===== src/rtl/fifo_multi.sv =====
// fifo_multi: multi-lane FIFO with all-or-nothing push/pop acceptance.
// Up to ENQ_W entries are pushed and up to DEQ_W entries popped per cycle.
// Output lanes are first-word fall-through from the head pointer.
//
// Ports:
//   clk, rst_n     clock (rising edge), asynchronous active-low reset
//   flush          synchronous clear of all entries (overrides push/pop)
//   enq_num, d_in  push request count and data (lane 0 is oldest)
//   enq_ok         push of enq_num entries accepted this cycle
//   deq_num        pop request count
//   deq_ok         pop of deq_num entries accepted this cycle
//   d_out          lane i = entry at head+i, zero when lane is not valid
//   out_valid      lane i valid when count > i
//   count          occupancy; full/empty derived from it
//   err            one-cycle pulse after a rejected nonzero request
module fifo_multi #(
    parameter int DEPTH = 16,
    parameter int WIDTH = 32,
    parameter int ENQ_W = 2,
    parameter int DEQ_W = 2
) (
    input  logic                         clk,
    input  logic                         rst_n,
    input  logic                         flush,
    input  logic [$clog2(ENQ_W+1)-1:0]   enq_num,
    input  logic [ENQ_W*WIDTH-1:0]       d_in,
    output logic                         enq_ok,
    input  logic [$clog2(DEQ_W+1)-1:0]   deq_num,
    output logic                         deq_ok,
    output logic [DEQ_W*WIDTH-1:0]       d_out,
    output logic [DEQ_W-1:0]             out_valid,
    output logic [$clog2(DEPTH+1)-1:0]   count,
    output logic                         full,
    output logic                         empty,
    output logic                         err
);

    localparam int AW = $clog2(DEPTH);
    localparam int CW = $clog2(DEPTH + 1);
    localparam int EW = $clog2(ENQ_W + 1);
    localparam int XW = CW + 1;

    logic [WIDTH-1:0] mem [DEPTH];
    logic [AW-1:0]    head;
    logic [AW-1:0]    tail;
    logic [XW-1:0]    room;
    logic             push_go;
    logic             pop_go;
    logic [CW-1:0]    enq_amt;
    logic [CW-1:0]    deq_amt;

    // Free space includes slots released by an accepted pop in the same cycle.
    always_comb begin
        deq_ok  = XW'(deq_num) <= XW'(count);
        room    = XW'(DEPTH) - XW'(count) + (deq_ok ? XW'(deq_num) : '0);
        enq_ok  = XW'(enq_num) <= room;
        push_go = enq_ok && !flush;
        pop_go  = deq_ok && !flush;
        enq_amt = push_go ? CW'(enq_num) : '0;
        deq_amt = pop_go  ? CW'(deq_num) : '0;
    end

    always_ff @(posedge clk or negedge rst_n) begin
        if (!rst_n) begin
            head  <= '0;
            tail  <= '0;
            count <= '0;
            err   <= 1'b0;
        end else if (flush) begin
            head  <= '0;
            tail  <= '0;
            count <= '0;
            err   <= 1'b0;
        end else begin
            head  <= head + AW'(deq_amt);
            tail  <= tail + AW'(enq_amt);
            count <= count + enq_amt - deq_amt;
            err   <= ((enq_num != '0) && !enq_ok) || ((deq_num != '0) && !deq_ok);
        end
    end

    // Storage array carries no reset; validity is tracked by count alone.
    always_ff @(posedge clk) begin
        if (push_go) begin
            for (int unsigned i = 0; i < ENQ_W; i++) begin
                if (EW'(i) < enq_num) begin
                    mem[tail + AW'(i)] <= d_in[i*WIDTH +: WIDTH];
                end
            end
        end
    end

    always_comb begin
        full  = (count == CW'(DEPTH));
        empty = (count == '0);
        d_out = '0;
        for (int unsigned i = 0; i < DEQ_W; i++) begin
            out_valid[i] = count > CW'(i);
            if (out_valid[i]) begin
                d_out[i*WIDTH +: WIDTH] = mem[head + AW'(i)];
            end
        end
    end

endmodule


===== config.mk =====
export PLATFORM = sky130hd
export DESIGN_NAME = fifo_multi
export DESIGN_NICKNAME = d
export VERILOG_FILES = /design/src/rtl/fifo_multi.sv
export SDC_FILE = /design/constraint.sdc
export NUM_CORES = 1
export LEC_CHECK = 0
export BUFFER_PORTS_ARGS = -buffer_cell sky130_fd_sc_hd__buf_4
export CORE_ASPECT_RATIO = 1.4
export CORE_MARGIN = 8
export CORE_UTILIZATION = 45
export DETAILED_ROUTE_END_ITERATION = 10
export HOLD_SLACK_MARGIN = 0.1
export PLACE_DENSITY_LB_ADDON = 0.25
export REMOVE_ABC_BUFFERS = 1
export SLEW_MARGIN = 20
export SYNTH_ARGS = -nofsm -noshare
export SYNTH_HDL_FRONTEND = slang
export SYNTH_SLANG_ARGS = --single-unit

===== constraint.sdc =====
create_clock -name clk -period 6.7 [get_ports clk]
set_clock_uncertainty 0.1 [all_clocks]
set_input_delay 2.01 -clock clk [delete_from_list [all_inputs] [get_ports clk]]
set_output_delay 2.01 -clock clk [all_outputs]
set_load 0.05 [all_outputs]

=== Word level (Yosys, flattened, before mapping) ===
Memory sizes are Yosys's and may differ from the RTL's.
Index checks and enable logic that the tools add are counted.

* Add/subtract/negate cells: 8
* Magnitude comparators: 6
* Equal/unequal tests: 1
* Muxes and demuxes: 15
* Reduce and logical (&&, ||, !) cells: 11

{| class="wikitable"
|+ Operators with widths
! cell !! number
|-
| $mux W32 || 2
|-
| $gt A5 B1 Y1 const B || 2
|-
| $add A4 B1 Y4 const B || 2
|-
| $add A4 B2 Y4 || 2
|-
| $mux W4 || 2
|-
| $mux W1 || 7
|-
| $add A6 B2 Y6 || 1
|-
| $le A2 B6 Y1 || 1
|-
| $mux W2 || 3
|-
| $sub A5 B5 Y6 const A || 1
|-
| $add A5 B2 Y5 || 1
|-
| $eq A5 B5 Y1 const B || 1
|-
| $le A2 B5 Y1 || 1
|-
| $logic_not A5 Y1 || 1
|-
| $mux W5 || 1
|-
| $sub A5 B2 Y5 || 1
|-
| $logic_and A1 B1 Y1 || 4
|-
| $lt A1 B2 Y1 const A || 2
|-
| $reduce_bool A2 Y1 || 2
|-
| $logic_not A1 Y1 || 3
|-
| $logic_or A1 B1 Y1 || 1
|}

* Flip-flop bits (word level): 14
* RAM bits: 512
* Output and inout bits: 76
* Logic and storage cells: 46
* Memories kept: 1

{| class="wikitable"
|+ Memories
! memory !! words !! width !! read ports !! clocked after memory_dff !! write ports !! RTL line !! RTL
|-
| mem || 16 || 32 || 2 || 0 || 2 || 43 || <nowiki>logic [WIDTH-1:0] mem [DEPTH];</nowiki>
|}

=== Logic depth before layout (Yosys ltp) ===
Gate-level depths: netlist (run 1).

* Depth in word-level cells: 9
* Depth in mapped cells: 24

=== Least setup slack after synthesis (run 1) ===
OpenSTA, ideal clock, no wires.

* Kind: input port to flip-flop
* From: input port deq_num[1]
* To: memory mem[1][0] (enable)
* Library setup time: 501 ps
* Arrival time: 8,212 ps
* Slack: -2,114 ps
* Stages on the path: 12
* Buffers on the path: 1
* Cell sequence: ha_1 > nor2b_1 > o2111ai_1 > nand2_1 > ha_1 > fa_1 > ha_1 > a21oi_1 > a211o_1 > buf_2 > nor2_2 > nor4_1

{| class="wikitable"
|+ RTL lines
! what !! RTL line !! RTL
|-
| start, declared || 28 || <nowiki>input logic [$clog2(DEQ_W+1)-1:0] deq_num,</nowiki>
|-
| end, declared || 43 ||
|}

=== Final worst setup path (run 1) ===
* From: input port deq_num[1]
* To: output port enq_ok

* Word-level cells in the longest chain between the ends: 4

{| class="wikitable"
|+ RTL lines
! what !! RTL line !! RTL
|-
| $le A2 B5 Y1 || 54 || <nowiki>deq_ok = XW'(deq_num) <= XW'(count);</nowiki>
|-
| $mux W2 (*) || 55 || <nowiki>room = XW'(DEPTH) - XW'(count) + (deq_ok ? XW'(deq_num) : '0);</nowiki>
|-
| $add A6 B2 Y6 (*) || 55 ||
|-
| $le A2 B6 Y1 (*) || 56 || <nowiki>enq_ok = XW'(enq_num) <= room;</nowiki>
|-
| end, declared || 27 || <nowiki>output logic enq_ok,</nowiki>
|}

Mark *: on every way between the ends. The rest lies on a longest branch, timed or not.

==> out/qor_table.md, run 1 <==
| Step | Metric | This run |
| --- | --- | --- |
| sta | Peak clock frequency supported by timing | 0.148 GHz |
| critical path | Series of cell instances along the critical path | buf_8 > ha_4 > nor2b_4 > o2111ai_2 > nand2_2 > buf_6 > ha_4 > fa_1 > ha_4 > buf_6 > a21oi_2 > a211o_1 > nor2_2 > inv_2 > buf_8 |
| floorplan | Initial standard-cell utilization of the core | 0.455 |
| critical path | Endpoint kind of the worst setup timing path | output pin |
| grt | Initial antenna violation count | 5 |
| synth | Area fraction in compound gates after synthesis | 0.0523 |
| sta | Sum Neg Setup Slack | -35.4 ps |
| critical path | Delay of the slowest critical-path stage | 500 ps |
| critical path | Critical path required time | 4590 ps |
| power | Clock power frac | 0.239 |
| critical path | Worst path most repeated cell | sky130_fd_sc_hd__ha_4 |
| floorplan | Vert. Die Dim | 329 um |
| synth | Seq/Total Area, Yosys | 0.500 |
| clock network | CTS tree | done |
| grt | GR Util met3 | 0.0478 |
| critical path | Cell with the biggest individual delay on the critical path | sky130_fd_sc_hd__fa_1 |
| synth | Area share of the largest cell type after synthesis | 0.488 |
| synth | Dominant cell type by area after synthesis | sky130_fd_sc_hd__edfxtp_1 |
| power | Sequential cell fraction of total power | 0.315 |
| sta | Post-route worst setup slack | -35.4 ps |
| synth | Total standard cell area after synthesis | 31500 um2 |
| sta | Final max-slew violation count | 0 |
| critical path | Number of cell instances on the worst register-to-register path | 40 |
| sta | Post-layout minimum cycle time | 6740 ps |
| synth | Syn_area_per_cell | 16.4 um2 |
| detailed routing | Detail-routed net length per standard cell | 32.3 um |
| placement | IO Port Bufs | 146 |
| synth | Multiplexer area fraction after synthesis | 0.377 |
| detailed routing | Number of DRC markers after the initial detailed-route iteration | 1970 |
| placement | Last weighted congestion value of the routability-driven placer | 0.800 |
| final layout | Layout filler cell count | 5663 |
| detailed routing | Remaining design rule violation count | 0 |
| critical path | R2R setup slack | 800 ps |
| floorplan | Rows | 114 |
| final layout | Area added between synthesis and finish | 13.0% |
| detailed routing | Via total after detailed routing | 19500 |
| power | Power per cell area | 353 nW/um2 |
| final layout | Fraction of layout instances using a drive strength above 1 | 0.494 |
| critical path | Buffering stage count on the worst path with inverters included | 5 |
| final layout | Number of standard cells in the final layout excluding fillers | 2978 |
| outcome | Outcome | finished with violations |
| power | Combinational share of power | 0.446 |
| grt | Maximum number of pins on one net before global-route repair | 105 |
| sta | Worst Hold Margin | 590 ps |
| power | Leakage power | 11.9 nW |
| sta | Worst-Margin Slew | 1090 ps |
| critical path | Worst flop-to-flop path startpoint | count[1] |
| floorplan | Die outline area | 78800 um2 |
| outcome | Violated checks | setup timing |
| detailed routing | Vias per cell | 6.56 |
| sta | RSZ-0062 raised after global routing | true |
| synth | Main combinational cell family by area after synthesis | multiplexers |
| critical path | R2R Path End | count[4] |
| critical path | Critical path data arrival time | 4630 ps |
| final layout | Most frequent cells in the layout | sky130_fd_sc_hd__edfxtp_1 (512), sky130_fd_sc_hd__mux2_2 (337), sky130_fd_sc_hd__mux4_2 (256), sky130_fd_sc_hd__buf_4 (229), sky130_fd_sc_hd__mux2i_1 (130) |
| sta | Worst-case headroom to the max-slew limit | 0.266 |
| final layout | Commonest non-fill, non-tap cell in the layout | sky130_fd_sc_hd__edfxtp_1 |
| clock network | Skew-Pair Late Insertion Delay | 610 ps |
| placement | Post-DP HPWL | 56200 um |
| grt | Met2 track demand over resource in global routing | 0.418 |
| final layout | Number of nets in the layout | 2099 |
| synth | Simple-gate share of the synthesized area | 0.0186 |
| clock network | Clock-pin slew on the worst setup and hold paths | 60 ps |
| critical path | Kind of launch point of the worst setup path | primary input |
| grt | Vias in the first global route | 21100 |
| placement | Placement Setup Slack | -115 ps |
| detailed routing | Detail Route Antenna Nets | 0 |
| sta | Number of setup violations in the final report | 1 |
| hold path | Hold path endpoint | head[2] |
| synth | Synthesized-area fraction occupied by adder cells | 0.0111 |
| synth | Synthesized netlist cell count | 1916 |
| grt | Global-route wire length before repair | 141000 um |
| floorplan | Number of I/O pins | 147 |
| clock network | Root Driver | sky130_fd_sc_hd__clkbuf_16 |
| critical path | Kind of critical path | in2out |
| synth | Ys Warns | 0 |
| clock network | H-tree depth reported by CTS | 2 |
| grt | Most used routing layer in global routing | met2 |
| grt | Global route overflow | 0 |
| grt | GRT Total Usage | 0.242 |
| power | Switch share | 0.389 |
| job | Max-capacitance violation count | 0 |
| synth | FF+latch count, synth | 526 |
| grt | Met1 GRT Util | 0.297 |
| detailed routing | Total routed wirelength | 96300 um |
| synth | Asr flop ratio synth | 0.0266 |
| floorplan | Placeable core region | 69200 um2 |
| clock network | Maximum buffer depth of the clock tree | 3 |
| power | Maximum resistive drop on vdd | 0.439 mV |
| clock network | Number of clock buffers inserted by TritonCTS | 54 |
| critical path | Maximum fanout count along the critical path | 2 |
| hold path | Hold wc startpoint | head[2] |
| synth | Post-synth EDFFs | 512 |
| synth | Synth unique cells | 60 |
| floorplan | Floorplan die width | 240 um |
| sta | Final number of hold-violating endpoints | 0 |
| power | Reported net switching power | 4.88 mW |
| hold path | Cell count of the worst hold path | 2 |
| placement | Cell Count Post-Placement | 2848 |
| power | Internal portion of total power | 7.68 mW |
| clock network | Hold bufs inserted after CTS | 0 |
| hold path | Tightest Hold Check Type | reg2reg |
| synth | Main area contributors after synthesis | sky130_fd_sc_hd__edfxtp_1 (49%), sky130_fd_sc_hd__mux4_2 (18%), sky130_fd_sc_hd__mux2_2 (12%) |
| critical path | Delay-heaviest family, CP | adder cells |
| detailed routing | Detailed Routing Iterations Pass 1 | 7 |
| sta | Final period utilization | 1.01 |
| synth | Share of the synthesized netlist area taken by xor and xnor gates | 0.00246 |
| synth | Commonest register cell after synthesis | sky130_fd_sc_hd__edfxtp_1 |
| clock network | CTS sink cnt | 526 |
[flip-flops by register name, summed over array words and instances, names as in the netlist]
register / flops
tail: 4
mem: 512
head: 4
count: 5
err: 1
[logic make-up after synthesis]
kind of cell | after synthesis
flops | 526
compound gates | 202
buf+inv | 236
fa+ha+maj | 25
xor+xnor | 8
simple gates | 117
mux | 802
[synth_stat cells (16+ instances only)]
cell                          n
sky130_fd_sc_hd__buf_2       69
sky130_fd_sc_hd__buf_6       28
sky130_fd_sc_hd__clkbuf_1    99
sky130_fd_sc_hd__edfxtp_1   512
sky130_fd_sc_hd__ha_1        20
sky130_fd_sc_hd__inv_1       16
sky130_fd_sc_hd__mux2_1      49
sky130_fd_sc_hd__mux2_2     337
sky130_fd_sc_hd__mux2_4      30
sky130_fd_sc_hd__mux2i_1    130
sky130_fd_sc_hd__mux4_2     256
sky130_fd_sc_hd__nand2_1     41
sky130_fd_sc_hd__nor2_1      25
sky130_fd_sc_hd__o22ai_1     64
sky130_fd_sc_hd__o2bb2ai_1   96
[worst max-delay path by stage]
stage               start        end  slack, ps  cells past startpoint
2_1_floorplan     head[0]  d_out[63]      -9570                      4
3_3_place_gp   deq_num[1]     enq_ok        -60                     14
3_5_place_dp   deq_num[1]     enq_ok       -120                     14
4_1_cts        deq_num[1]     enq_ok          9                     14
5_1_grt        deq_num[1]   count[4]       -110                     40
6_report       deq_num[1]     enq_ok        -40                     15
[through the flow]
step                      utilization  total power [mW]  instance area, um2
after CTS                       0.513              12.6               35500
after detailed placement        0.485              9.49               33600
final                           0.514              12.6               35600
after floorplan                     -              8.13               30300
after global routing            0.514              13.0               35600
after global placement          0.485              9.43               33600
[metal layers]
layer  vias up  routed length [um]
li1       8129                   -
met1     10300               36200
met2       917               48900
met3       219                7430
met4         4                3770
met5         -                  27
[power by group through the flow]
stage               Clock, mW  Combinational [mW]  Sequential (mW)
detailed placement          0                5.47             4.02
floorplan                   0                3.95             4.19
CTS                      3.06                5.58             3.96
global route             3.16                5.88             3.98
global placement            0                5.42             4.01
finish                   3.00                5.60             3.96
[cell type report]
class	count	area, um2	share of cell area
Antenna cell	3	7.51	0.000211
Clock buffer	65	1410	0.0397
Clock inverter	35	297	0.00833
Inverter	17	63.8	0.00179
Multi-Input combinational cell	1154	14800	0.416
Sequential cell	526	15700	0.442
Tap cell	928	1160	0.0326
Timing Repair Buffer	250	2100	0.0591
[tightest hold or removal path, cell delays in order (launching register included)]
cell	delay, ps
sky130_fd_sc_hd__dfrtp_1	470
sky130_fd_sc_hd__xnor2_1	110
sky130_fd_sc_hd__nor2_1	80
[repair_timing]
action | in CTS | in global routing
endpoints found under the setup margin | 1 | 5
buffers inserted | 25 | 2
resized for setup | 7 | 17
gates cloned | 0 | 0
pin swaps | 6 | 13
Note: power is estimated with default switching activity, not from simulation.
==> run 2: changes to the inputs <==
==> constraint.sdc (replaced) <==
create_clock -name clk -period 6.7 [get_ports clk]
set_clock_uncertainty 0.1 [all_clocks]
set_input_delay 0 -clock clk [delete_from_list [all_inputs] [get_ports clk]]
set_output_delay 0 -clock clk [all_outputs]
set_load 0.05 [all_outputs]
==> run 2 against run 1 <==
The flow now finishes without violations. Non-clock buffer count increased by 60. Routed wire length is 1.4% higher. Highest routed layer unchanged. Via count is 2.3% higher. Maximum frequency increased by 14%. Sequential share of layout area fell by 0.41 points.
==> out/qor_table.md, run 2 (same netlist as run 1, synthesis figures left out) <==
| Step | Metric | This run | Change |
| --- | --- | --- | --- |
| final layout | Most frequent cells in the layout | sky130_fd_sc_hd__edfxtp_1 (512), sky130_fd_sc_hd__mux2_2 (337), sky130_fd_sc_hd__mux4_2 (256), sky130_fd_sc_hd__buf_4 (201), sky130_fd_sc_hd__mux2i_1 (130) |  |
| final layout | Fraction of layout instances using a drive strength above 1 | 0.449 | -0.0450 |
| critical path | Critical path data arrival time | 6180 ps | +1550 ps |
| clock network | H-tree depth reported by CTS | 2 | unchanged |
| clock network | Maximum buffer depth of the clock tree | 3 | unchanged |
| clock network | CTS tree | done |  |
| hold path | Cell count of the worst hold path | 3 | +1 |
| job | Max-capacitance violation count | 0 | unchanged |
| critical path | Endpoint kind of the worst setup timing path | register |  |
| sta | RSZ-0062 raised after global routing | false |  |
| final layout | Number of standard cells in the final layout excluding fillers | 3033 | +1.8% |
| detailed routing | Vias per cell | 6.59 | +0.45% |
| critical path | Cell with the biggest individual delay on the critical path | sky130_fd_sc_hd__o21ai_4 |  |
| sta | Worst-case headroom to the max-slew limit | 0.283 | +0.0169 |
| power | Maximum resistive drop on vdd | 0.445 mV | +1.4% |
| critical path | Delay-heaviest family, CP | compound AO/OA/AOI/OAI gates |  |
| detailed routing | Detail-routed net length per standard cell | 32.2 um | -0.47% |
| floorplan | Vert. Die Dim | 329 um | unchanged |
| power | Power per cell area | 342 nW/um2 | -3.1% |
| detailed routing | Total routed wirelength | 97600 um | +1.4% |
| detailed routing | Number of DRC markers after the initial detailed-route iteration | 1918 | -2.6% |
| sta | Worst Hold Margin | 204 ps | -386 ps |
| final layout | Layout filler cell count | 5615 | -0.85% |
| critical path | Number of cell instances on the worst register-to-register path | 16 | -60% |
| final layout | Sequential cell area | 15700 um2 | unchanged |
| hold path | Hold wc startpoint | flush |  |
| critical path | R2R setup slack | 780 ps | -20 ps |
| placement | Post-place instance area | 33300 um2 | -0.85% |
| detailed routing | Detail Route Antenna Nets | 0 | unchanged |
| sta | Final number of hold-violating endpoints | 0 | unchanged |
| critical path | Kind of launch point of the worst setup path | register |  |
| floorplan | Initial standard-cell utilization of the core | 0.455 | unchanged |
| critical path | Delay of the slowest critical-path stage | 840 ps | +340 ps |
| final layout | Flip-flop count of the largest register, all copies and words added | 512 | unchanged |
| critical path | Buffering stage count on the worst path with inverters included | 4 | -1 |
| grt | GRT Total Usage | 0.246 | +0.00370 |
| critical path | Series of cell instances along the critical path | inv_1 > ha_1 > nor2b_1 > o2111ai_1 > nand2_1 > ha_1 > fa_1 > ha_1 > nand2_1 > o21ai_0 > a211o_1 > buf_4 > o21ai_4 > buf_4 > o2bb2ai_1 > dlygate4sd3_1 |  |
| final layout | Leading registers by flop count | mem: 512 flops, count: 5 flops |  |
| placement | IO Port Bufs | 146 | unchanged |
| critical path | R2R Path End | mem[6][25] |  |
| placement | Last weighted congestion value of the routability-driven placer | 0.803 | +0.36% |
| clock network | CTS sink cnt | 526 | unchanged |
| detailed routing | Via total after detailed routing | 20000 | +2.3% |
| grt | Initial antenna violation count | 4 | -1 |
| clock network | Skew-Pair Late Insertion Delay | 620 ps | about the same |
| sta | Post-layout minimum cycle time | 5920 ps | -815 ps |
| sta | Worst-Margin Slew | 1080 ps | -19.4 ps |
| detailed routing | Detailed Routing Iterations Pass 1 | 6 | -1 |
| critical path | Critical path required time | 6960 ps | +2370 ps |
| sta | Peak clock frequency supported by timing | 0.169 GHz | +14% |
| detailed routing | Remaining design rule violation count | 0 | unchanged |
| critical path | Worst path most repeated cell | sky130_fd_sc_hd__ha_1 |  |
| clock network | Clock-pin slew on the worst setup and hold paths | 60 ps | about the same |
| critical path | Kind of critical path | reg2reg |  |
| clock network | Buffers inserted by post-CTS timing repair | 0 | -100% |
| final layout | Layout Cell Area excl Fill | 35900 um2 | +0.95% |
| floorplan | Placeable core region | 69200 um2 | unchanged |
| hold path | Hold path endpoint | head[3] |  |
| clock network | Post-cts gate resize count | 0 | -7 |
| clock network | Number of clock buffers inserted by TritonCTS | 55 | +1.9% |
| sta | Number of setup violations in the final report | 0 | -1 |
| placement | Cell Count Post-Placement | 2830 | -0.63% |
| floorplan | Number of I/O pins | 147 | unchanged |
| critical path | Worst flop-to-flop path startpoint | count[1] |  |
| placement | Post-DP HPWL | 55000 um | -2.1% |
| critical path | Maximum fanout count along the critical path | 17 | +15 |
| final layout | Combined area of the multi-input logic cells | 14700 um2 | -0.58% |
| final layout | Number of nets in the layout | 2160 | +2.9% |
| sta | Final max-slew violation count | 0 | unchanged |
| final layout | Top register by number of flip-flops | mem |  |
| final layout | Commonest non-fill, non-tap cell in the layout | sky130_fd_sc_hd__edfxtp_1 |  |
| grt | Global route overflow | 0 | unchanged |
| sta | Final period utilization | 0.884 | -0.122 |
| outcome | Outcome | finished, final reports clean |  |
| final layout | Area added between synthesis and finish | 14.1% |  |
| power | Leakage power | 12.0 nW | +0.79% |
| grt | Maximum number of pins on one net before global-route repair | 145 | +38% |
| floorplan | Floorplan die width | 240 um | unchanged |
| hold path | Tightest Hold Check Type | in2reg |  |
| clock network | Root Driver | sky130_fd_sc_hd__clkbuf_16 |  |
| floorplan | Rows | 114 | unchanged |
| floorplan | Die outline area | 78800 um2 | unchanged |
| grt | Global-route wire length before repair | 143000 um | +1.5% |
| grt | Vias in the first global route | 21300 | +0.76% |
run 2: cell types whose count changed in the layout (fill, tap and decap cells not counted), sizes merged, moves of 2 or more:
cell,change
dlygate4sd3,+105
bufinv,-3
clkinvlp,-2
buf,-45
clkinv,-5
clkbuf,+7
run 2: cell type report:
class / instances / share of cell area
Timing Repair Buffer: 310 / 0.0735
Sequential cell: 526 / 0.438
Clock inverter: 24 / 0.00442
Antenna cell: 2 / 0.000139
Clock buffer: 72 / 0.0401
Tap cell: 928 / 0.0323
Inverter: 17 / 0.00178
Multi-Input combinational cell: 1154 / 0.410
run 2: worst min-delay path: stages:
cell and delay, ps:
sky130_fd_sc_hd__dlygate4sd3_1 530, sky130_fd_sc_hd__buf_4 280, sky130_fd_sc_hd__nor2_1 80
run 2: worst max path at each step:
stage,start,end,slack (ps),depth (start not counted)
6_report,count[1],mem[6][25],780,16
5_1_grt,count[1],mem[6][25],630,16
4_1_cts,count[1],mem[7][26],930,16
3_5_place_dp,count[1],count[4],1270,22
3_3_place_gp,count[1],count[4],1360,22
2_1_floorplan,head[0],d_out[63],-7560,4
run 2: what timing repair did:
action / in CTS / in global routing
setup endpoints to repair: 0 / 0
hold endpoints to repair: 540 / 0
hold buffers: 105 / 0
run 2: per-layer routing:
metal / part of all wire / track usage
met5: 0.00013 / 0
met2: 0.50 / 0.419
met4: 0.040 / 0.0953
met3: 0.078 / 0.0498
met1: 0.38 / 0.305
run 2: stage by stage:
step | total power, mW | worst slack (ps) | TNS [ps] | utilization
after floorplan | 8.13 | -7560 | -766320 | -
after global placement | 9.37 | 1360 | 0 | 0.481
after detailed placement | 9.43 | 1270 | 0 | 0.481
after CTS | 12.4 | 934 | 0 | 0.519
after global routing | 12.7 | 630 | 0 | 0.519
final | 12.3 | 780 | 0 | 0.519
run 2: power by group:
group          switching (mW)  total [mW]  leakage [nW]  internal, mW
Sequential              0.131        3.96          4.81          3.82
Combinational            3.40        5.45          6.38          2.05
Clock                    1.31        2.88         0.785          1.57
==> run 3: changes to the inputs <==
Settings changed: RECOVER_POWER from default to 25.
==> run 3 against run 2 <==
The flow now finishes with violations (capacitance limit, slew limit). First-iteration DRC count grew 2.8%. Non-clock buffer count stayed put. Maximum frequency is 2.5% lower. Combinational power is 5.5% lower. Critical path type unchanged. Highest routed layer unchanged.
==> out/qor_table.md, run 3 (same netlist as run 1, synthesis figures left out) <==
| Step | Metric | This run | Change |
| --- | --- | --- | --- |
| power | Power per cell area | 337 nW/um2 | -1.4% |
| grt | Maximum number of pins on one net before global-route repair | 145 | unchanged |
| clock network | Maximum buffer depth of the clock tree | 3 | unchanged |
| grt | GRT Total Usage | 0.246 | unchanged |
| detailed routing | Number of DRC markers after the initial detailed-route iteration | 1972 | +2.8% |
| detailed routing | Detailed Routing Iterations Pass 1 | 5 | -1 |
| placement | Cell Count Post-Placement | 2830 | unchanged |
| final layout | Combined area of the multi-input logic cells | 14600 um2 | -0.57% |
| grt | Initial antenna violation count | 4 | unchanged |
| power | Leakage power | 11.7 nW | -2.6% |
| final layout | Most frequent cells in the layout | sky130_fd_sc_hd__edfxtp_1 (512), sky130_fd_sc_hd__mux2_2 (336), sky130_fd_sc_hd__mux4_2 (256), sky130_fd_sc_hd__mux2i_1 (130), sky130_fd_sc_hd__buf_4 (118) |  |
| sta | Worst-Margin Slew | 3030 ps | +1950 ps |
| grt | Global-route wire length before repair | 143000 um | unchanged |
| clock network | Clock-pin slew on the worst setup and hold paths | 60 ps | about the same |
| floorplan | Vert. Die Dim | 329 um | unchanged |
| clock network | CTS tree | done |  |
| power | Maximum resistive drop on vdd | 0.406 mV | -8.7% |
| critical path | Kind of critical path | reg2reg |  |
| clock network | CTS sink cnt | 526 | unchanged |
| detailed routing | Via total after detailed routing | 19900 | -0.36% |
| outcome | Violated checks | capacitance limit, slew limit |  |
| floorplan | Number of I/O pins | 147 | unchanged |
| critical path | Critical path data arrival time | 6340 ps | +160 ps |
| final layout | Leading registers by flop count | mem: 512 flops, count: 5 flops |  |
| detailed routing | Detail Route Antenna Nets | 0 | unchanged |
| sta | Final period utilization | 0.906 | +0.0224 |
| clock network | Root Driver | sky130_fd_sc_hd__clkbuf_16 |  |
| placement | Post-DP HPWL | 55000 um | unchanged |
| grt | Global route overflow | 0 | unchanged |
| sta | Post-layout minimum cycle time | 6070 ps | +150 ps |
| floorplan | Die outline area | 78800 um2 | unchanged |
| clock network | Skew-Pair Late Insertion Delay | 620 ps | about the same |
| sta | Final number of hold-violating endpoints | 0 | unchanged |
| sta | Worst Hold Margin | 205 ps | +0.432 ps |
| critical path | Maximum fanout count along the critical path | 15 | -2 |
| critical path | Critical path required time | 6970 ps | about the same |
| outcome | Outcome | finished with violations |  |
| final layout | Number of standard cells in the final layout excluding fillers | 3033 | unchanged |
| final layout | Layout filler cell count | 5712 | +1.7% |
| clock network | Buffers inserted by post-CTS timing repair | 0 | unchanged |
| placement | Last weighted congestion value of the routability-driven placer | 0.803 | unchanged |
| sta | Worst-case headroom to the max-slew limit | -1.02 | -1.30 |
| floorplan | Floorplan die width | 240 um | unchanged |
| final layout | Flip-flop count of the largest register, all copies and words added | 512 | unchanged |
| job | Max-capacitance violation count | 6 | +6 |
| placement | IO Port Bufs | 146 | unchanged |
| critical path | Endpoint kind of the worst setup timing path | register |  |
| detailed routing | Vias per cell | 6.56 | -0.36% |
| detailed routing | Remaining design rule violation count | 0 | unchanged |
| floorplan | Placeable core region | 69200 um2 | unchanged |
| final layout | Fraction of layout instances using a drive strength above 1 | 0.407 | -0.0428 |
| final layout | Sequential cell area | 15700 um2 | unchanged |
| final layout | Area added between synthesis and finish | 12.9% |  |
| sta | Sum Neg Setup Slack | 0 ps | unchanged |
| final layout | Number of nets in the layout | 2160 | unchanged |
| sta | RSZ-0062 raised after global routing | false |  |
| critical path | Kind of launch point of the worst setup path | register |  |
| grt | Vias in the first global route | 21300 | unchanged |
| final layout | Commonest non-fill, non-tap cell in the layout | sky130_fd_sc_hd__edfxtp_1 |  |
| hold path | Tightest Hold Check Type | in2reg |  |
| sta | Number of setup violations in the final report | 0 | unchanged |
| detailed routing | Total routed wirelength | 97500 um | -0.11% |
| clock network | H-tree depth reported by CTS | 2 | unchanged |
| final layout | Top register by number of flip-flops | mem |  |
| floorplan | Initial standard-cell utilization of the core | 0.455 | unchanged |
| detailed routing | Detail-routed net length per standard cell | 32.2 um | -0.11% |
| floorplan | Rows | 114 | unchanged |
| sta | Peak clock frequency supported by timing | 0.165 GHz | -2.5% |
| sta | Final max-slew violation count | 129 | +129 |
| clock network | Number of clock buffers inserted by TritonCTS | 55 | unchanged |
[run 3: repair_timing]
action                     CTS  global route
resized for setup            0             0
hold endpoints to repair   540             0
hold buffers               105             0
setup endpoints to repair    0             0
[run 3: cell type report]
type                            instances  share of cell area
Antenna cell                            2            0.000141
Clock buffer                           72              0.0405
Clock inverter                         24             0.00447
Inverter                               17             0.00180
Multi-Input combinational cell       1154               0.412
Sequential cell                       526               0.443
Tap cell                              928              0.0327
Timing Repair Buffer                  310              0.0657
[run 3: worst max-delay path: stages (launching register included)]
cell                            delay, ps
sky130_fd_sc_hd__dfrtp_1              470
sky130_fd_sc_hd__inv_1                150
sky130_fd_sc_hd__ha_1                 300
sky130_fd_sc_hd__nor2b_1              130
sky130_fd_sc_hd__o2111ai_1            330
sky130_fd_sc_hd__nand2_1              140
sky130_fd_sc_hd__ha_1                 240
sky130_fd_sc_hd__fa_1                 470
sky130_fd_sc_hd__ha_1                 310
sky130_fd_sc_hd__nand2_1               70
sky130_fd_sc_hd__o21ai_0               70
sky130_fd_sc_hd__a211o_1              500
sky130_fd_sc_hd__o21ai_4              560
sky130_fd_sc_hd__clkbuf_1            1040
sky130_fd_sc_hd__mux2_1               390
sky130_fd_sc_hd__dlygate4sd3_1        550
[run 3: worst paths after layout]
path	depth (start not counted)	end	startpoint	slack (ps)
worst max-delay path	15	mem[13][9]	count[1]	630
worst min-delay path	3	head[3]	flush	200
worst max register to register	15	mem[13][9]	count[1]	630
worst min register to register	2	head[2]	head[2]	580
max in group asynchronous	3	head[3]	rst_n	5530
min in group asynchronous	3	head[1]	rst_n	440
[run 3: where the power goes]
part / switching, mW / internal, mW
logic: 3.36 / 1.78
clock network: 1.31 / 1.57
registers: 0.128 / 3.83
total: 4.80 / 7.19
[run 3: routing by layer]
metal / share of wire / track usage / vias up
met1: 0.38 / 0.305 / 10500
met3: 0.081 / 0.0498 / 244
met2: 0.50 / 0.419 / 977
met4: 0.039 / 0.0953 / 2
li1: - / - / 8192
met5: 0.00013 / 0 / -
[run 3: through the flow]
stage / setup WS, ps / util / area [um2] / total power, mW
after global routing: 331 / 0.514 / 35500 / 12.4
final: 630 / 0.514 / 35500 / 12.0
after global placement: 1360 / 0.481 / 33300 / 9.37
after CTS: 934 / 0.519 / 35900 / 12.4
after detailed placement: 1270 / 0.481 / 33300 / 9.43
after floorplan: -7560 / - / 30300 / 8.13
